--- src/rtl/adder_share_pkg.sv ---
// rtl/adder_share_pkg.sv - shared widths, id sizing and pipeline record types
package adder_share_pkg;

  localparam int DW        = 16;
  localparam int NREQ_DEF  = 4;
  localparam int ID_MAXW   = 3;

  function automatic int id_width(input int n);
    return (n <= 2) ? 1 : $clog2(n);
  endfunction

  // id fields are sized for the largest supported NREQ (8); narrower configs zero-extend
  typedef struct packed {
    logic [DW-1:0]      a;
    logic [DW-1:0]      b;
    logic [ID_MAXW-1:0] id;
  } op_t;

  typedef struct packed {
    logic [DW-1:0]      sum;
    logic               cout;
    logic [ID_MAXW-1:0] id;
  } rsp_t;

endpackage

--- src/rtl/cra_adder.sv ---
// rtl/cra_adder.sv - 16-bit ripple-carry adder datapath
module cra_adder (
  input  logic [15:0] a,
  input  logic [15:0] b,
  input  logic        cin,
  output logic [15:0] sum,
  output logic        cout
);

  logic c;

  always_comb begin
    c   = cin;
    sum = '0;
    for (int i = 0; i < 16; i++) begin
      sum[i] = a[i] ^ b[i] ^ c;
      c      = (a[i] & b[i]) | (c & (a[i] ^ b[i]));
    end
    cout = c;
  end

endmodule

--- src/rtl/rr_arbiter.sv ---
// rtl/rr_arbiter.sv - round-robin pick of the first request at or after ptr, wrapping
module rr_arbiter #(
  parameter int NREQ = 4,
  parameter int IDW  = 2
) (
  input  logic [NREQ-1:0] req_i,
  input  logic [IDW-1:0]  ptr_i,
  output logic [NREQ-1:0] gnt_o,
  output logic [IDW-1:0]  idx_o
);

  logic         found;
  logic [IDW:0] s;

  always_comb begin
    gnt_o = '0;
    idx_o = '0;
    found = 1'b0;
    s     = '0;
    for (int i = 0; i < NREQ; i++) begin
      s = {1'b0, ptr_i} + (IDW+1)'(i);
      if (s >= (IDW+1)'(NREQ)) s = s - (IDW+1)'(NREQ);
      if (!found && req_i[s[IDW-1:0]]) begin
        found             = 1'b1;
        gnt_o[s[IDW-1:0]] = 1'b1;
        idx_o             = s[IDW-1:0];
      end
    end
  end

endmodule

--- src/rtl/adder_share_arbiter.sv ---
// rtl/adder_share_arbiter.sv - one cra_adder shared by NREQ requesters, round-robin,
// operand register then result register, one tagged response channel with backpressure
module adder_share_arbiter
  import adder_share_pkg::*;
#(
  parameter int NREQ = NREQ_DEF,
  localparam int IDW = id_width(NREQ)
) (
  input  logic               clk,
  input  logic               rst,
  input  logic [NREQ-1:0]    req_valid,
  input  logic [NREQ*DW-1:0] req_a,
  input  logic [NREQ*DW-1:0] req_b,
  output logic [NREQ-1:0]    req_ready,
  output logic               rsp_valid,
  input  logic               rsp_ready,
  output logic [DW-1:0]      rsp_sum,
  output logic               rsp_cout,
  output logic [IDW-1:0]     rsp_id
);

  logic            op_valid_q, op_valid_d;
  op_t             op_q, op_d;
  logic            rsp_valid_q, rsp_valid_d;
  rsp_t            rsp_q, rsp_d;
  logic [IDW-1:0]  rr_ptr_q, rr_ptr_d;

  logic            s1_free, s2_free, xfer;
  logic [NREQ-1:0] gnt;
  logic [IDW-1:0]  gnt_idx;
  logic [DW-1:0]   a_sel, b_sel, add_sum;
  logic            add_cout;
  logic            unused_id;

  assign s2_free = !rsp_valid_q || rsp_ready;
  assign s1_free = !op_valid_q || s2_free;

  // masking the request vector keeps req_ready all-zero during reset and while S1 is stuck
  rr_arbiter #(.NREQ(NREQ), .IDW(IDW)) u_arb (
    .req_i (req_valid & {NREQ{s1_free && !rst}}),
    .ptr_i (rr_ptr_q),
    .gnt_o (gnt),
    .idx_o (gnt_idx)
  );

  assign req_ready = gnt;
  assign xfer      = |gnt;

  always_comb begin
    a_sel = '0;
    b_sel = '0;
    for (int i = 0; i < NREQ; i++) begin
      if (gnt[i]) begin
        a_sel = req_a[i*DW +: DW];
        b_sel = req_b[i*DW +: DW];
      end
    end
  end

  cra_adder u_add (
    .a    (op_q.a),
    .b    (op_q.b),
    .cin  (1'b0),
    .sum  (add_sum),
    .cout (add_cout)
  );

  always_comb begin
    rr_ptr_d    = rr_ptr_q;
    op_valid_d  = op_valid_q;
    op_d        = op_q;
    rsp_valid_d = rsp_valid_q;
    rsp_d       = rsp_q;

    if (xfer) begin
      rr_ptr_d   = (gnt_idx == IDW'(NREQ-1)) ? '0 : gnt_idx + IDW'(1);
      op_valid_d = 1'b1;
      op_d.a     = a_sel;
      op_d.b     = b_sel;
      op_d.id    = ID_MAXW'(gnt_idx);
    end else if (s2_free) begin
      op_valid_d = 1'b0;
    end

    if (s2_free && op_valid_q) begin
      rsp_valid_d = 1'b1;
      rsp_d.sum   = add_sum;
      rsp_d.cout  = add_cout;
      rsp_d.id    = op_q.id;
    end else if (rsp_ready) begin
      rsp_valid_d = 1'b0;
    end
  end

  always_ff @(posedge clk) begin
    if (rst) begin
      rr_ptr_q    <= '0;
      op_valid_q  <= 1'b0;
      op_q        <= '0;
      rsp_valid_q <= 1'b0;
      rsp_q       <= '0;
    end else begin
      rr_ptr_q    <= rr_ptr_d;
      op_valid_q  <= op_valid_d;
      op_q        <= op_d;
      rsp_valid_q <= rsp_valid_d;
      rsp_q       <= rsp_d;
    end
  end

  assign rsp_valid = rsp_valid_q;
  assign rsp_sum   = rsp_q.sum;
  assign rsp_cout  = rsp_q.cout;
  assign rsp_id    = rsp_q.id[IDW-1:0];
  assign unused_id = ^rsp_q.id;

endmodule

--- config.mk ---
export PLATFORM = sky130hd
export DESIGN_NAME = adder_share_arbiter
export DESIGN_NICKNAME = d
export VERILOG_FILES = /design/src/rtl/adder_share_pkg.sv /design/src/rtl/cra_adder.sv /design/src/rtl/rr_arbiter.sv /design/src/rtl/adder_share_arbiter.sv
export SDC_FILE = /design/constraint.sdc
export NUM_CORES = 1
export LEC_CHECK = 0
export ABC_AREA = 1
export CORE_MARGIN = 2
export CORE_UTILIZATION = 45
export CTS_CLUSTER_DIAMETER = 120
export CTS_CLUSTER_SIZE = 10
export DETAILED_ROUTE_END_ITERATION = 16
export PLACE_DENSITY_LB_ADDON = 0.1
export SYNTH_ARGS = -nofsm -noshare
export SYNTH_HDL_FRONTEND = slang
export SYNTH_HIERARCHICAL = 1
export SYNTH_SLANG_ARGS = --single-unit
--- constraint.sdc ---
create_clock -name clk -period 7.6 [get_ports clk]
set_input_delay 0.76 -clock clk [delete_from_list [all_inputs] [get_ports clk]]
set_output_delay 0.76 -clock clk [all_outputs]
set_load 0.005 [all_outputs]
; After elaboration in Yosys (flattened, before gate mapping)
; Index checks and enable logic that the tools add are counted.
[op_classes]
addsub = 8
magnitude_cmp = 12
n_eq_ne = 1
mux = 44
bitwise = 81
reduce_logical = 20
[ops]
columns = op, count
row1 = 16-bit 2-to-1 mux, 8
row2 = 1-bit bitwise AND, 31
row3 = 1-bit bitwise XOR, 31
row4 = 2-bit 2-to-1 mux, 9
row5 = 4-bit 2-to-1 mux, 4
row6 = 1-bit 2-to-1 mux, 15
row7 = 1-bit OR, 15
row8 = "2-bit by 3-bit less-than comparator with 1-bit output, second input constant", 4
row9 = 4-bit OR, 3
row10 = "3-bit greater-or-equal comparator, second input constant", 3
row11 = 1-bit logical AND, 9
row12 = 1-bit binary-select mux with 2-bit select, 4
row13 = 1-bit demux with 2-bit select, 4
row14 = "2-bit by 1-bit greater-or-equal comparator with 1-bit output, second input constant", 4
row15 = "2-bit by 1-bit subtractor with 2-bit output, second input constant", 4
row16 = "2-bit by 2-bit adder with 3-bit output, second input constant", 2
row17 = 1-bit logical NOT, 6
row18 = 4-bit bitwise AND, 1
row19 = 2-bit nonzero test, 2
row20 = 4-bit OR reduction, 1
row21 = "2-bit by 1-bit adder with 3-bit output, second input constant", 1
row22 = "2-bit by 3-bit greater-or-equal comparator with 1-bit output, second input constant", 1
row23 = "2-bit by 1-bit adder with 2-bit output, second input constant", 1
row24 = "2-bit == test, second input constant", 1
row25 = 1-bit logical OR, 2
[word_totals]
regBits = 57
input_bits = 135
output_inout_bits = 24
wordCells = 175

; Longest topological paths before layout
; Gate-level depths: netlist of run 1.
[depth]
ltp_word = 31
depth_mapped = 22
ltp_nobuf = 22

; Modules after synthesis
; Netlist of run 1, hierarchy kept.
[modules_own_cells]
columns = module, n_inst, cells_per_inst, area_each_um2, seq_area_each_um2
row1 = adder_share_arbiter, 1, 512, 3404.5, 1141.1
row2 = rr_arbiter, 1, 82, 515.5, 0.0
row3 = cra_adder, 1, 26, 357.8, 0.0

; Worst setup path after synthesis of run 1
; No wires, ideal clock.
[synth_path]
path_kind = register to register
from = register op_q[19] (netlist bit)
to = register rsp_q (netlist bit rsp_sum[15])
setup_ns = 0.065
arrival_ns = 6.519
required_time_ns = 7.535
path_slack_ns = 1.017
path_stages_with_launch = 23
path_buffers = 0
period_less_slack_ns = 6.583
cell_sequence = dfxtp_1 -> fa_1 -> inv_1 -> fa_1 -> inv_1 -> fa_1 -> fa_1 -> fa_1 -> fa_1 -> fa_1 -> fa_1 -> fa_1 -> fa_1 -> fa_1 -> fa_1 -> fa_1 -> fa_1 -> fa_1 -> inv_1 -> fa_1 -> inv_1 -> o21ai_0 -> nor2_1
[synth_between]
elab_chain_cells = 30
[synth_lines]
columns = item, line_no
row1 = "start, declared", adder_share_arbiter.sv:23  ; op_t op_q, op_d;
row2 = "start signal, assigned", adder_share_arbiter.sv:105  ; op_q <= op_d;
row3 = 1-bit bitwise AND (2 in series), cra_adder.sv:17  ; c = (a[i] & b[i]) | (c & (a[i] ^ b[i]));
row4 = 1-bit OR, cra_adder.sv:17
row5 = 1-bit bitwise AND, cra_adder.sv:17
row6 = 1-bit OR, cra_adder.sv:17
row7 = 1-bit bitwise AND, cra_adder.sv:17
row8 = 1-bit OR, cra_adder.sv:17
row9 = 1-bit bitwise AND, cra_adder.sv:17
row10 = 1-bit OR, cra_adder.sv:17
row11 = [... 14 more ...], --
row12 = 1-bit bitwise AND, cra_adder.sv:17
row13 = 1-bit OR, cra_adder.sv:17
row14 = 1-bit bitwise AND, cra_adder.sv:17
row15 = 1-bit OR, cra_adder.sv:17
row16 = 1-bit bitwise AND, cra_adder.sv:17
row17 = 1-bit OR, cra_adder.sv:17
row18 = 1-bit bitwise XOR, cra_adder.sv:16  ; sum[i] = a[i] ^ b[i] ^ c;
row19 = net add_sum[15], adder_share_arbiter.sv:31  ; logic [DW-1:0] a_sel, b_sel, add_sum;
row20 = "end signal, assigned", adder_share_arbiter.sv:107  ; rsp_q <= rsp_d;
row21 = "end, declared", adder_share_arbiter.sv:25  ; rsp_t rsp_q, rsp_d;
; The timed path passes the listed nets, and every way through them passes these cells.
; A chain may end at the register's enable or synchronous reset.

; Worst setup path in the final report of run 1
; Same ends and word-level chain as after synthesis.

==> reports/metrics.yaml, run 1 <==
ctsHoldBuffers: 0
path_class: "reg -> reg"
n_antenna_cell: 0
io_buffers: 158
cts-root-buf: "clkbuf_8"
hold_path.class: "reg -> reg"
drive_above_1_share_pct: 5.03
synth_area_um2: 4280
path_clk_slew_ps: 60
via_per_inst: 5.13
yosys.area.top_type: "dfxtp_1"
setup_violations: 0
grt_pass1_wl_um: 19600
design_area_um2: 5950
grt_antenna_before_repair: 0
critPathLaunchType: "flop"
r2r_cells: 22
cts_tree: "done"
utilization_pct: 64.3
final_nets: 907
clock_sinks: 57
drc: 0
grt_max_degree: 67
hold_ws_ps: 481
syn-num-nets: 777
finClkSkew_ps: 11.3
num_rows: 35
placedCellCount: 868
grt_overflow_total: 0
synthTopCellsByCount: "nand2_1, a21oi_1, nand3_1, dfxtp_1, inv_1"
dpl.hpwl_um: 9390
rsz0062_at_grt: "no"
routed_wl_um: 12400
fin_crit_sh_pct: 92.1
multiInputGateArea_um2: 2570
place_congestion: 0.806
crit_path_top_delay_cell: "fa_1"
ys_ff_latch: 57
cp_slowest_stage_delay_ps: 420
synth_enable_flop_cells: 0
outcome: "finished clean"
htree_levels: 3
synth_top_area_share_pct: 26.7
grt_pass1_vias: 4306
initial_core_util_pct: 46.3
critPathRequiredTime_ps: 7880
final_cells: 884
pre_cts_ws_ps: 651
final_max_slew_viol_count: 0
synthCells: 620
crit_chain: "fa_1 -> inv_1 -> fa_1 -> inv_1 -> fa_1 -> fa_1 -> fa_1 -> fa_1 -> fa_1 -> fa_1 -> fa_1 -> fa_1 -> fa_1 -> fa_1 -> fa_1 -> fa_1 -> fa_1 -> inv_1 -> fa_1 -> inv_1 -> o21ai_0 -> nor2_1"
holdPathStages: 2
dpl_cell_area_um2: 5730
synthTopCellsByArea: "dfxtp_1, a21oi_1, nand2_1"
core-area_um2: 9240
hold_viol_final: 0
power_density_nw_per_um2: 447
numCtsBuffers: 9
fillers: 835
synth_seq_area_share_pct: 26.7
cts_buffer_depth: 2
peakVddDrop_mv: 0.215
die_x_um: 102
antenna_left: 0
postCtsSetupBuffers: 0
ys_warn_count: 6
leakage_nw: 2.59
syn_area_per_cell_um2: 6.90
num_vias: 4535
synth.distinct_cells: 28
cp-end-kind: "flop"
track_usage_pct: 23.9
crit_fanout: 2
io-pin-count: 159
drv_cap: 0
post_cts_resized: 0
period_minus_slack_ps: 7000
power.total_mw: 2.66
slew_headroom_pct: 46.3
worst_slack_ps: 603
drtPass1Iterations: 5
yosysMostFrequentCell: "nand2_1"
cp_common_cell: "fa_1"
fp.dieH_um: 102
regArea_um2: 1140
worstMarginPinSlew_ps: 803
dr.first_iter.drc_count: 178
synth_flop_cell: "dfxtp_1"
timing.critical_path.arrival_ps: 7280
area_growth_pct: 39.0
async_flop_share_pct: 0
drt-wirelength-per-cell_um: 14.1
insertion_delay_ps: 340
dieArea_um2: 10300
max_freq_mhz: 143
fin_setup_tns_ps: 0
[flip-flops by register name, indices dropped and copies added, names as in the netlist]
register	cells
rsp_sum	16
rsp_cout	1
op_q	34
op_valid_q	1
rsp_id	2
rr_ptr_q	2
rsp_valid	1
[path summary, 6_finish.rpt]
| path | slack (ps) | end | from |
|---|---|---|---|
| max | 600 | rsp_sum[15] | op_q[19] |
| min | 480 | rsp_sum[0] | rsp_sum[0] |
| max reg2reg | 600 | rsp_sum[15] | op_q[19] |
| min reg2reg | 480 | rsp_sum[0] | rsp_sum[0] |
[cells in the final DEF, fill, tap and decap left out, drive strengths merged]
cell and n:
a21boi 36, a21oi 105, a31oi 1, buf 4, bufinv 3, clkbuf 11
clkdlybuf4s50 158, clkinv 1, clkinvlp 2, conb 1, dfxtp 57, fa 16
ha 6, inv 61, nand2 127, nand3 59, nor2 52, o21ai 55
[metal layers]
layer	GRT usage, %	wire length, um	part of all wire, %
met2	41.9	6260	50
met1	28.5	5190	42
met3	5.52	703	5.7
met5	0	0	0
met4	8.32	284	2.3
[area by class of cell]
type | instances | share of cell area [%]
tap | 129 | 2.71
sequential | 57 | 19.2
clock inverter | 5 | 1.35
clock buffer | 11 | 2.21
inverter | 62 | 4.23
timing repair buffer | 162 | 27.1
multi-input combinational | 458 | 43.2
[kinds of logic after synthesis]
family                   after synthesis  synth area share (%)
flip-flops                            57                  26.7
other                                  1                0.0877
AND/OR/NAND/NOR                      238                  25.3
buffers and inverters                105                  13.5
adder cells (fa/ha/maj)               22                  9.24
AO/OA/AOI/OAI                        197                  25.2
[report_power, final]
part	switching [mW]	total [mW]	leakage [nW]	internal, mW
Sequential	0.0891	0.510	0.472	0.421
Combinational	1.15	1.84	2.02	0.685
Clock	0.122	0.306	0.0995	0.184
Total	1.37	2.66	2.59	1.29
[critical path, delay by kind of cell (launching register included)]
family	cells	cell delay [ps]
adder cells (fa/ha/maj)	16	6150
flip-flops	1	330
buffers and inverters	4	270
AO/OA/AOI/OAI	1	70
AND/OR/NAND/NOR	1	110
Note: power is estimated with default switching activity, not from simulation.
==> run 2, diff against run 1 <==
--- a/config.mk
+++ b/config.mk
@@ -14,5 +14,4 @@
 export PLACE_DENSITY_LB_ADDON = 0.1
 export SYNTH_ARGS = -nofsm -noshare
 export SYNTH_HDL_FRONTEND = slang
-export SYNTH_HIERARCHICAL = 1
 export SYNTH_SLANG_ARGS = --single-unit
==> reports/metrics.yaml, run 2 <==
outcome: "finished clean"
power.total_mw: 2.27  # -14%
synth_flop_cell: "dfxtp_1"
dieArea_um2: 10200  # -1.4%
synth_top_area_share_pct: 27.1  # +0.40 points
synthMuxAreaShare_pct: 0  # unchanged
drv_cap: 0  # unchanged
r2r_cells: 20  # -9.1%
antenna_left: 0  # unchanged
grt_antenna_before_repair: 0  # unchanged
layout_common_cells: "nand2_1, clkdlybuf4s50_1, a21oi_1"
initial_core_util_pct: 46.0  # -0.25 points
num_vias: 4520  # -0.33%
ys_ff_latch: 57  # unchanged
critPathLaunchType: "flop"
fp.dieH_um: 101  # -0.72%
max_freq_mhz: 153  # +7.3%
peakVddDrop_mv: 0.171  # -21%
drc: 0  # unchanged
holdPathStages: 2  # unchanged
met3WireLength_um: 858  # +22%
clock_sinks: 57  # unchanged
worstMarginPinSlew_ps: 851  # +47.8 ps
synthTopCellsByCount: "nand2_1, a21oi_1, inv_1, dfxtp_1, nand3_1"
rsz0062_at_grt: "no"
grt_pass1_wl_um: 19600  # about the same
post_cts_resized: 0  # unchanged
track_usage_pct: 24.1  # +0.27 points
timing.critical_path.arrival_ps: 6790  # -490 ps
n_antenna_cell: 0  # unchanged
io_buffers: 158  # unchanged
cts_buffer_depth: 2  # unchanged
syn-num-nets: 817  # +5.1%
path_clk_slew_ps: 60  # about the same
yosysMostFrequentCell: "nand2_1"
wl_met1_um: 5520  # +6.4%
synth_seq_area_share_pct: 27.1  # +0.40 points
final_max_slew_viol_count: 0  # unchanged
grt_pass1_vias: 4219  # -2.0%
place_congestion: 0.826  # +2.5%
grt_overflow_total: 0  # unchanged
ys_warn_count: 0  # -6
slew_headroom_pct: 43.3  # -3.1 points
area_growth_pct: 41.2
timing.rr.end: "rsp_sum[15]"
switching_share_pct: 48.3  # -3.2 points
critPathRequiredTime_ps: 7870  # about the same
ctsHoldBuffers: 0  # unchanged
drt-wirelength-per-cell_um: 13.4  # -5.0%
syn_area_per_cell_um2: 6.37  # -7.7%
dpl.hpwl_um: 9140  # -2.7%
hold_path_end: "op_q[0]"
cp-end-kind: "flop"
seqPwrFrac_pct: 21.7  # +2.5 points
postCtsSetupBuffers: 0  # unchanged
routed_wl_um: 12100  # -2.4%
synth_xor_area_share_pct: 0  # unchanged
hold_viol_final: 0  # unchanged
leakage_nw: 2.85  # +9.8%
finClkSkew_ps: 6.82  # -4.48 ps
p_switching_mw: 1.10  # -20%
fin_setup_tns_ps: 0  # unchanged
yosys.area_share.simple_pct: 35.5  # +10 points
synthCells: 662  # +6.8%
p_int_mw: 1.18  # -8.8%
drtPass1Iterations: 4  # -1
power_density_nw_per_um2: 382  # -14%
path_class: "reg -> reg"
fin_crit_sh_pct: 85.8  # -6.3 points
synth_fa_ha_area_share_pct: 8.61  # -0.63 points
async_flop_share_pct: 0  # unchanged
synth_area_um2: 4210  # -1.5%
layout_commonest_cell: "nand2_1"
pwr-share-clk_pct: 15.1  # +3.6 points
setup_violations: 0  # unchanged
via_per_inst: 4.97  # -3.1%
met2_length_um: 5620  # -10%
synth.distinct_cells: 28  # unchanged
topRoutingLayerUsed: "met4"
top_register: "op_q"
num_rows: 35  # unchanged
crit_fanout: 2  # unchanged
largest_reg_flops: 34  # unchanged
cts_tree: "done"
hold_path.class: "reg -> reg"
dr.first_iter.drc_count: 150  # -16%
synth_enable_flop_cells: 0  # unchanged
core-area_um2: 9150  # -0.95%
io-pin-count: 159  # unchanged
final_nets: 948  # +4.5%
drive_above_1_share_pct: 6.77  # +1.7 points
htree_levels: 3  # unchanged
reg2reg_from: "op_q[3]"
die_x_um: 101  # -0.72%
yosys.area.top_type: "dfxtp_1"
combPwrFrac_pct: 63.2  # -6.1 points
r2r_slack_ps: 1080  # +480 ps
synth_compound_area_share_pct: 16.1  # -9.1 points
worstHoldStart: "op_q[0]"
cts-root-buf: "clkbuf_8"
insertion_delay_ps: 340  # about the same
numCtsBuffers: 9  # unchanged
grt_max_degree: 67  # unchanged
synthTopCellsByArea: "dfxtp_1, nand2_1, a21oi_1"
period_minus_slack_ps: 6520  # -477 ps
synth_top_family_by_area: "simple AND/OR/NAND/NOR gates"
run 2: cell types whose count changed in the layout (fill, tap and decap cells not counted), sizes merged, moves of 8 or more:
cell    delta
nand4      +8
o21ai     -35
inv       +21
a21boi    -36
nand2    +109
nor2      -16
run 2: metrics by stage:
stage	hold WS [ps]	cell area, um2	util (%)	std cells	worst slack (ps)
after floorplan	458	4210	-	662	1350
after global placement	461	5710	62.3	893	1210
after detailed placement	472	5710	62.3	893	1080
after CTS	481	5950	65.0	909	1080
after global routing	504	5950	65.0	909	856
final	479	5950	65.0	909	1080
run 2: layout make-up:
cell class / instances / area [um2]
clock buffer: 10 / 138
clock inverter: 6 / 105
fill: 843 / 3200
inverter: 83 / 312
multi-input combinational: 484 / 2540
sequential: 57 / 1140
tap: 111 / 139
timing repair buffer: 158 / 1580
run 2: worst max-delay path by stage:
stage,from,endpoint,cells after the start
global route,op_q[3],rsp_sum[15],20
finish,op_q[3],rsp_sum[15],20
CTS,op_q[3],rsp_sum[15],20
global placement,op_q[3],rsp_sum[15],20
detailed placement,op_q[3],rsp_sum[15],20
floorplan,op_q[3],rsp_sum[15],20
run 2: worst max-delay path, cell delays in order, from the launching register on:
cell,delay (ps)
dfxtp_1,320
ha_1,190
inv_1,70
fa_1,170
inv_1,50
fa_1,370
fa_1,390
fa_1,400
fa_1,390
fa_1,390
fa_1,390
fa_1,380
fa_1,380
fa_1,390
fa_1,400
fa_1,400
fa_1,390
fa_1,380
inv_1,80
fa_1,410
a21oi_1,120
run 2: kinds of logic (layout without fill, tap and decap cells):
family	count (synthesis)	after routing
AND/OR/NAND/NOR	339	339
AO/OA/AOI/OAI	125	125
buffers and inverters	121	257
flip-flops	57	57
adder cells (fa/ha/maj)	20	20
run 2: layer usage:
| layer | track usage (%) | vias up |
|---|---|---|
| met5 | 0 | - |
| met4 | 6.85 | 0 |
| met3 | 4.92 | 13 |
| met2 | 39.6 | 152 |
| met1 | 32.2 | 2011 |
| li1 | - | 2344 |
run 2: power groups by stage:
| stage | clock network [mW] | registers [mW] | logic [mW] |
|---|---|---|---|
| after CTS | 0.348 | 0.494 | 1.44 |
| after global placement | 0 | 0.496 | 1.40 |
| after floorplan | 0 | 0.484 | 1.06 |
| final | 0.343 | 0.494 | 1.44 |
| after detailed placement | 0 | 0.501 | 1.43 |
| after global routing | 0.361 | 0.509 | 1.64 |
